--- src/rtl/tex_rom_arbiter.sv ---
// Shares one single-port texture ROM between NUM_REQ requesters and returns each texel to its requester.
// Build option: define TEX_ARB_RR_EN for round-robin arbitration; without it the lowest index wins.
module tex_rom_arbiter #(
  parameter int          NUM_REQ     = 2,
  parameter int          ROM_LATENCY = 2,
  parameter logic [15:0] ERROR_COLOR = 16'hF81F
) (
  input  logic                   pixel_clk_in,
  input  logic                   rst_in,
  input  logic [NUM_REQ-1:0]     req_valid_in,
  input  logic [4*NUM_REQ-1:0]   req_texture_in,
  input  logic [16*NUM_REQ-1:0]  req_wallx_in,
  input  logic [6*NUM_REQ-1:0]   req_texy_in,
  output logic [NUM_REQ-1:0]     req_ready_out,
  output logic [NUM_REQ-1:0]     rsp_valid_out,
  output logic [15:0]            rsp_pixel_out,
  output logic [13:0]            rom_addr_out,
  input  logic [15:0]            rom_data_in,
  output logic                   busy_out
);

  localparam int ID_W  = (NUM_REQ > 2) ? 2 : 1;
  localparam int DEPTH = ROM_LATENCY + 1;
  localparam logic [NUM_REQ-1:0] ONE_HOT0 = NUM_REQ'(1);

  localparam logic [0:0] ST_IDLE   = 1'b0;
  localparam logic [0:0] ST_ACTIVE = 1'b1;

  logic [0:0]      state;
  logic            grant_any;
  logic [ID_W-1:0] grant_id;
  logic            transfer;

  logic [3:0]      tex_sel;
  logic [3:0]      tex_off;
  logic [5:0]      texy_sel;
  logic [15:0]     wallx_sel;
  logic            tex_err;

  logic [DEPTH-1:0] pipe_valid;
  logic [DEPTH-1:0] pipe_err;
  logic [ID_W-1:0]  pipe_id [DEPTH];

`ifdef TEX_ARB_RR_EN
  logic [ID_W-1:0] last_grant;
  logic [ID_W-1:0] cand;

  // Search begins one past the previous winner and wraps, so every valid requester is reached.
  always_comb begin
    // NOTE: every comb output gets a default before the loop, so no path can infer a latch.
    grant_any = 1'b0;
    grant_id  = '0;
    cand      = '0;
    for (int k = 1; k <= NUM_REQ; k++) begin
      cand = ID_W'((int'(last_grant) + k) % NUM_REQ);
      if (!grant_any && req_valid_in[cand]) begin
        grant_any = 1'b1;
        grant_id  = cand;
      end
    end
  end
`else
  always_comb begin
    grant_any = |req_valid_in;
    grant_id  = '0;
    for (int k = NUM_REQ - 1; k >= 0; k--) begin
      if (req_valid_in[k]) grant_id = ID_W'(k);
    end
  end
`endif

  assign req_ready_out = (grant_any && !rst_in) ? (ONE_HOT0 << grant_id) : '0;
  assign transfer      = |req_ready_out;

  assign tex_sel   = req_texture_in[4*grant_id +: 4];
  assign texy_sel  = req_texy_in[6*grant_id +: 6];
  assign wallx_sel = req_wallx_in[16*grant_id +: 16];
  assign tex_off   = tex_sel - 4'd3;
  assign tex_err   = (tex_sel < 4'd3) || (tex_sel > 4'd5);

  always_ff @(posedge pixel_clk_in) begin
    // NOTE: the tag pipeline is reset too, so a mid-flight reset drops responses; all state uses <=.
    if (rst_in) begin
      pipe_valid    <= '0;
      pipe_err      <= '0;
      for (int i = 0; i < DEPTH; i++) pipe_id[i] <= '0;
      rom_addr_out  <= '0;
      rsp_valid_out <= '0;
      rsp_pixel_out <= '0;
      state         <= ST_IDLE;
`ifdef TEX_ARB_RR_EN
      last_grant    <= ID_W'(NUM_REQ - 1);
`endif
    end else begin
      pipe_valid <= {pipe_valid[DEPTH-2:0], transfer};
      pipe_err   <= {pipe_err[DEPTH-2:0], transfer & tex_err};
      pipe_id[0] <= grant_id;
      for (int i = 1; i < DEPTH; i++) pipe_id[i] <= pipe_id[i-1];

      if (transfer) begin
        rom_addr_out <= tex_err ? 14'd0 : {tex_off[1:0], texy_sel, wallx_sel[15:10]};
`ifdef TEX_ARB_RR_EN
        last_grant   <= grant_id;
`endif
      end

      rsp_valid_out <= pipe_valid[DEPTH-1] ? (ONE_HOT0 << pipe_id[DEPTH-1]) : '0;
      if (pipe_valid[DEPTH-1]) begin
        rsp_pixel_out <= pipe_err[DEPTH-1] ? ERROR_COLOR : rom_data_in;
      end

      // Stay active while any tag or the response register will hold a valid entry next cycle.
      state <= (transfer || |pipe_valid) ? ST_ACTIVE : ST_IDLE;
    end
  end

  assign busy_out = (state == ST_ACTIVE);

endmodule

--- config.mk ---
export PLATFORM = sky130hd
export DESIGN_NAME = tex_rom_arbiter
export DESIGN_NICKNAME = d
export VERILOG_FILES = /design/src/rtl/tex_rom_arbiter.sv
export SDC_FILE = /design/constraint.sdc
export NUM_CORES = 1
export LEC_CHECK = 0
export BUFFER_PORTS_ARGS = -buffer_cell sky130_fd_sc_hd__buf_2
export CAP_MARGIN = 5
export CORE_MARGIN = 1
export CORE_UTILIZATION = 35
export DETAILED_ROUTE_END_ITERATION = 8
export GPL_ROUTABILITY_DRIVEN = 0
export PLACE_DENSITY_LB_ADDON = 0.12
export SLEW_MARGIN = 20
export SYNTH_ARGS = -nofsm -noshare
export SYNTH_HDL_FRONTEND = slang
export SYNTH_SLANG_ARGS = --single-unit
--- constraint.sdc ---
create_clock -name pixel_clk_in -period 4.1 [get_ports pixel_clk_in]
set_clock_uncertainty 0.05 [all_clocks]
set_input_delay 0.205 -clock pixel_clk_in [delete_from_list [all_inputs] [get_ports pixel_clk_in]]
set_output_delay 0.205 -clock pixel_clk_in [all_outputs]
set_load 0.03 [all_outputs]
==> impl_metrics.toml, run 1 <==
[drt]
drtIter0Drc = 50
drcViolationCount = 5
avgRoutedWirePerCell_um = 11.0
drt_first_pass_iters = 7
vias = 1434
postRouteAntennaNets = 0
wl_um = 3390
via_per_inst = 4.64

[final_layout]
layout-drive-gt1-share = 0.428
final_nets = 331
area_growth_pct = 32.7
n_antenna_cell = 0

[timing]
rsz0062_at_grt = "no"
setup_viol = 0
maxSlewViolCount = 0
max_slew_margin = 0.545
period_needed_ps = 2150
tns_ps = 0
period_share = 0.524
setup_slack_ps = 1950
fmax_ghz = 0.465
final_hold_viol_count = 0
tightest_slew_ps = 682

[critical_path]
critPathRequiredTime_ps = 4260
cp_num_buf_inv = 2
critPathMaxStageDelay_ps = 330
end_kind = "register"
cp_cell_sequence = "buf_2, nand2b_1, buf_4, nand2_1, nand2_1, ha_1, nor2_1, mux2i_1, nand4b_4, o21ai_0"
crit_end = "rom_addr_out[2]"
path_depth = 10
r2r_cells = 3
cp_slowest_cell = "nand4b_4"
ff2ff_setup_slack_ps = 2510
criticalPathCategory = "in -> reg"
cpLargestDelayFamily = "simple AND/OR/NAND/NOR gates"
cpMostUsedCell = "nand2_1"
rr_startpoint = "pipe_valid[2]"
critPathMaxFanout = 13
r2r_end = "rsp_pixel_out[1]"
worst_setup_path_start_kind = "primary input"
startpoint = "req_valid_in[0]"
crit_arrival_ps = 2310

[cts]
tritoncts = "built"
root_buffer = "clkbuf_8"
clock-sinks = 42
numCtsBuffers = 5
cts_hold_buffers = 0
htreeDepth = 2
cts.repair.resized = 0
cts_setup_buffers = 0
clk_path_buf_depth = 2
clk_pin_slew_worst_paths_ps = 80
clock_latency_ps = 280

[yosys]
synth_xor_area_frac = 0
synth_top_area_cell = "dfxtp_1"
synthDominantCellAreaShare = 0.505
syn_area_um2 = 1660
ys_ff_latch = 42
synth_most_common_cell = "dfxtp_1"
yosysSeqAreaShare = 0.505
synth_fa_ha_area_frac = 0.0226
synthMuxAreaShare = 0.0902
ys_warn_count = 0
synth_simple_gate_area_frac = 0.198
synth_compound_area_frac = 0.146
synth.area.top_cells = "dfxtp_1, mux2i_1, nor2_1"
synth_cell_types = 27
syn_avg_cell_area_um2 = 9.73
synth-edff-count = 0
synth_top_family_by_area = "simple AND/OR/NAND/NOR gates"
synth_cells = 171
synthesis.nets = 246
synth_common_cells = "dfxtp_1, nor2_1, nand2_1, mux2i_1, nor2b_1"
synthArstFlopShare = 0
ys.flop_type = "dfxtp_1"

[status]
violations = "design-rule violations"
status = "complete, but fails checks"

[floorplanning]
io_pins = 107
die_w_um = 71.0
die_area_um2 = 5030
coreArea_um2 = 4470
fp.dieH_um = 71.0
initial_core_util = 0.372
rows = 24

[power_and_ir_drop]
peakVddDrop_mv = 0.197
p_leak_nw = 1.15
p_per_area_nw_per_um2 = 369

[grt]
groute.usage.overall = 0.133
grt_max_degree = 33
gr-total-overflow = 0
grt_pass1_vias = 1204
antenna_found_initial = 0
grt_pass1_wl_um = 5210

[place]
numPortBuffers = 86
dp_slack_ps = 1620
place_hpwl_um = 2420

[job]
drv_cap = 0

[hold_path]
holdCritPathClass = "in -> reg"
[worst min-delay path by stage]
| stage | cells after the start | from | end |
|---|---|---|---|
| floorplan | 1 | rst_in | pipe_valid[0] |
| global placement | 1 | pipe_id[0][2] | rsp_valid_out[0] |
| detailed placement | 1 | pipe_id[0][2] | rsp_valid_out[0] |
| CTS | 3 | rom_data_in[8] | rsp_pixel_out[8] |
| global route | 3 | rom_data_in[6] | rsp_pixel_out[6] |
| finish | 3 | rom_data_in[9] | rsp_pixel_out[9] |
[flip-flops by register name, indices dropped and copies added, names as in the netlist]
register       count
pipe_valid         3
pipe_id            3
pipe_err           3
rom_addr_out      14
rsp_pixel_out     16
busy_out           1
rsp_valid_out      2
[logic make-up after synthesis]
kind of cell,count (synthesis)
AND/OR/NAND/NOR,64
AO/OA/AOI/OAI,34
multiplexers,15
flip-flops,42
adder cells (fa/ha/maj),3
buffers and inverters,13
[layout by cell type, fill, tap and decap left out, types with 2 or more instances in the layout]
cell type   n
o21ai_2    10
o22ai_1    10
nor2_1     24
clkbuf_8    5
ha_1        3
mux2i_1    15
nand2_1    16
buf_2      86
nor2b_1    13
o21ai_0     3
a21oi_1     7
buf_4       2
dfxtp_1    42
inv_1       3
nand2b_1    2
nor3_1      3
[final cells by class]
class                      count  area, µm²
multi-input combinational    116        759
tap                           52       65.1
inverter                       3       11.3
timing repair buffer          88        445
clock inverter                 2       13.8
clock buffer                   6       72.6
sequential                    42        841
fill                         446       2270
[through the flow]
| step | power [W] | hold slack (ps) | instances | cell area, µm² | util |
|---|---|---|---|---|---|
| CTS | 0.000829 | 84.7 | 309 | 2210 | 0.494 |
| global route | 0.000857 | 90.3 | 309 | 2210 | 0.494 |
| global placement | 0.000571 | 349 | 301 | 2120 | 0.474 |
| finish | 0.000815 | 90.9 | 309 | 2210 | 0.494 |
| floorplan | 0.000524 | 236 | 171 | 1660 | - |
| detailed placement | 0.000571 | 350 | 301 | 2120 | 0.474 |
[per-layer routing]
metal,part of all wire,vias up,track usage
li1,-,749,-
met1,0.44,626,0.151
met2,0.47,54,0.228
met3,0.079,5,0.0456
met4,0.011,0,0.0533
met5,0,-,0
[worst min-delay path, cell delays in order]
cell and delay [ps]:
buf_2 70, a21oi_1 50, nor2_1 70
[where the power goes]
group	switching, W	leakage (nW)	internal (W)
Combinational	0.0000743	0.763	0.0000535
Sequential	0.00000776	0.342	0.000424
Clock	0.000136	0.0452	0.000120
No activity file was read; power rests on OpenSTA's default activity.
==> inputs of run 2 (changes only) <==
--- a/config.mk
+++ b/config.mk
@@ -5,6 +5,7 @@
 export SDC_FILE = /design/constraint.sdc
 export NUM_CORES = 1
 export LEC_CHECK = 0
+export ABC_AREA = 1
 export BUFFER_PORTS_ARGS = -buffer_cell sky130_fd_sc_hd__buf_2
 export CAP_MARGIN = 5
 export CORE_MARGIN = 1
==> constraint.sdc (replaced) <==
create_clock -name pixel_clk_in -period 1.8 [get_ports pixel_clk_in]
set_clock_uncertainty 0.05 [all_clocks]
set_input_delay 0.09 -clock pixel_clk_in [delete_from_list [all_inputs] [get_ports pixel_clk_in]]
set_output_delay 0.09 -clock pixel_clk_in [all_outputs]
set_load 0.03 [all_outputs]
==> run 2 against run 1 <==
Compared with the run above: the run now ends clean; critical path depth up 3; via count grew 21%; non-clock buffer count increased by 10; worst hold slack worse by 69 ps; wire length increased by 20%; combinational power rose to 2.6 times the previous value; utilization increased by 1.4 points; global-route usage is 2.5 points higher; synthesized cell count grew 40%; synthesized area grew 8.6%.
==> impl_metrics.toml, run 2 <==
[status]
status = "complete, no violations"

[yosys]
synth_most_common_cell = "nand2_1"
synthMuxAreaShare = 0
synth_top_area_cell = "dfxtp_1"
ys.flop_type = "dfxtp_1"
synth.area.top_cells = "dfxtp_1, nand2_1, nor2_1"
synthDominantCellAreaShare = 0.465
synth_simple_gate_area_frac = 0.278
synth_common_cells = "nand2_1, dfxtp_1, nor2_1, inv_1, a21oi_1"
syn_avg_cell_area_um2 = 7.53
ys_warn_count = 0
ys_ff_latch = 42
synth_top_family_by_area = "simple AND/OR/NAND/NOR gates"
synth-edff-count = 0
yosysSeqAreaShare = 0.465
synth_xor_area_frac = 0
synth_cell_types = 26
synthArstFlopShare = 0
syn_area_um2 = 1810
synth_cells = 240
synthesis.nets = 315
synth_compound_area_frac = 0.130
synth_fa_ha_area_frac = 0.0208

[final_layout]
reg_top3 = "rsp_pixel_out: 16 flops, rom_addr_out: 14 flops"
final_common_cell = "buf_2"
n_antenna_cell = 0
fin_util = 0.507
layout_common_cells = "buf_2, nand2_1, dfxtp_1"
area_growth_pct = 36.1
layout-drive-gt1-share = 0.354
largest_reg_flops = 16
fillers = 514
regMostFlops = "rsp_pixel_out"
final_nets = 408

[timing]
fmax_ghz = 0.678
tns_ps = 0
setup_slack_ps = 326
period_needed_ps = 1470
setup_viol = 0
period_share = 0.819
maxSlewViolCount = 0
rsz0062_at_grt = "no"
max_slew_margin = 0.593
tightest_slew_ps = 610
final_hold_viol_count = 0

[floorplanning]
die_w_um = 73.8
io_pins = 107
initial_core_util = 0.373
coreArea_um2 = 4850
die_area_um2 = 5450
rows = 25
fp.dieH_um = 73.8

[grt]
antenna_found_initial = 0
gr-total-overflow = 0
grt_pass1_wl_um = 6630
grt_max_degree = 22
grt_pass1_vias = 1563
groute.usage.overall = 0.158

[power_and_ir_drop]
p_leak_nw = 1.29
peakVddDrop_mv = 0.311
p_per_area_nw_per_um2 = 838

[cts]
clk_path_buf_depth = 2
numCtsBuffers = 5
clock_latency_ps = 280
cts_setup_buffers = 0
clock-sinks = 42
htreeDepth = 2
root_buffer = "clkbuf_8"
tritoncts = "built"
clk_pin_slew_worst_paths_ps = 70

[critical_path]
worst_setup_path_start_kind = "primary input"
r2r_cells = 4
critPathMaxStageDelay_ps = 280
cp_cell_sequence = "buf_2, inv_2, nand2_2, inv_1, or2_1, o21ai_1, ha_1, or2_2, nand3_1, nand2_1, buf_4, nand3_1, a21oi_1"
critPathMaxFanout = 7
cp_slowest_cell = "or2_2"
cpMostUsedCell = "nand3_1"
critPathRequiredTime_ps = 1920
end_kind = "register"
criticalPathCategory = "in -> reg"
crit_arrival_ps = 1590

[drt]
postRouteAntennaNets = 0
vias = 1728
drtIter0Drc = 57
drt_first_pass_iters = 4
avgRoutedWirePerCell_um = 10.1
wl_um = 4050
via_per_inst = 4.32
drcViolationCount = 0

[hold_path]
hold_depth = 2
holdCritPathClass = "in -> reg"

[place]
place_hpwl_um = 2910
dp_slack_ps = 15.0
numPortBuffers = 86

[job]
drv_cap = 0
[run 2: changes by cell type after synthesis, moves of 10 or more]
cell / previous run / this run
nor2_1: 24 / 35
inv_1: 3 / 25
a21oi_1: 7 / 19
nand2_1: 16 / 59
nor2b_1: 13 / 0
nand3_1: 0 / 18
mux2i_1: 15 / 0
o22ai_1: 10 / 0
[run 2: cell type report]
cell class | count | area (µm²) | area share
Multi-Input combinational cell | 156 | 774 | 0.315
Timing Repair Buffer | 98 | 536 | 0.218
Tap cell | 67 | 83.8 | 0.0341
Clock buffer | 6 | 82.6 | 0.0336
Inverter | 30 | 113 | 0.0458
Clock inverter | 1 | 30.0 | 0.0122
Sequential cell | 42 | 841 | 0.342
[run 2: final timing paths]
| kind | slack, ps | endpoint | from |
|---|---|---|---|
| worst min-delay path | 20 | rsp_pixel_out[15] | rom_data_in[15] |
| worst max-delay path | 330 | rom_addr_out[12] | req_valid_in[0] |
| worst min register to register | 350 | pipe_err[1] | pipe_err[0] |
| worst max register to register | 400 | rsp_pixel_out[1] | pipe_valid[2] |
[run 2: layer usage]
metal / track usage / part of all wire / up-vias
met3: 0.0645 / 0.077 / 2
li1: - / - / 943
met2: 0.274 / 0.45 / 61
met4: 0.0513 / 0.0039 / 0
met1: 0.174 / 0.46 / 722
met5: 0 / 0 / -
[run 2: worst max-delay path, delay by kind of cell]
family | cells | cell delay (ps)
AO/OA/AOI/OAI | 2 | 170
adder cells (fa/ha/maj) | 1 | 190
buffers and inverters | 4 | 440
AND/OR/NAND/NOR | 6 | 700
[run 2: logic make-up (layout without fill, tap and decap cells)]
| family | count (synthesis) | count (layout) |
|---|---|---|
| compound gates | 33 | 33 |
| fa+ha+maj | 3 | 3 |
| buf+inv | 42 | 135 |
| flops | 42 | 42 |
| simple gates | 120 | 120 |
[run 2: repair_timing]
action	4_1_cts	5_1_grt
endpoints found under the hold margin	6	0
gates resized for setup	0	0
hold buffers	6	0
[run 2: stage by stage]
| stage | hold WS, ps | power (W) | instances | instance area (µm²) |
|---|---|---|---|---|
| 6_report | 22.0 | 0.00206 | 400 | 2460 |
| 3_3_place_gp | 292 | 0.00133 | 387 | 2290 |
| 5_1_grt | 4.09 | 0.00218 | 400 | 2460 |
| 2_1_floorplan | 183 | 0.00122 | 240 | 1810 |
| 4_1_cts | 6.25 | 0.00210 | 400 | 2460 |
| 3_5_place_dp | 293 | 0.00133 | 387 | 2290 |
[run 2: power breakdown]
part / internal [W] / switching, W
Clock: 0.000444 / 0.000303
Combinational: 0.000133 / 0.000204
Sequential: 0.000964 / 0.0000143
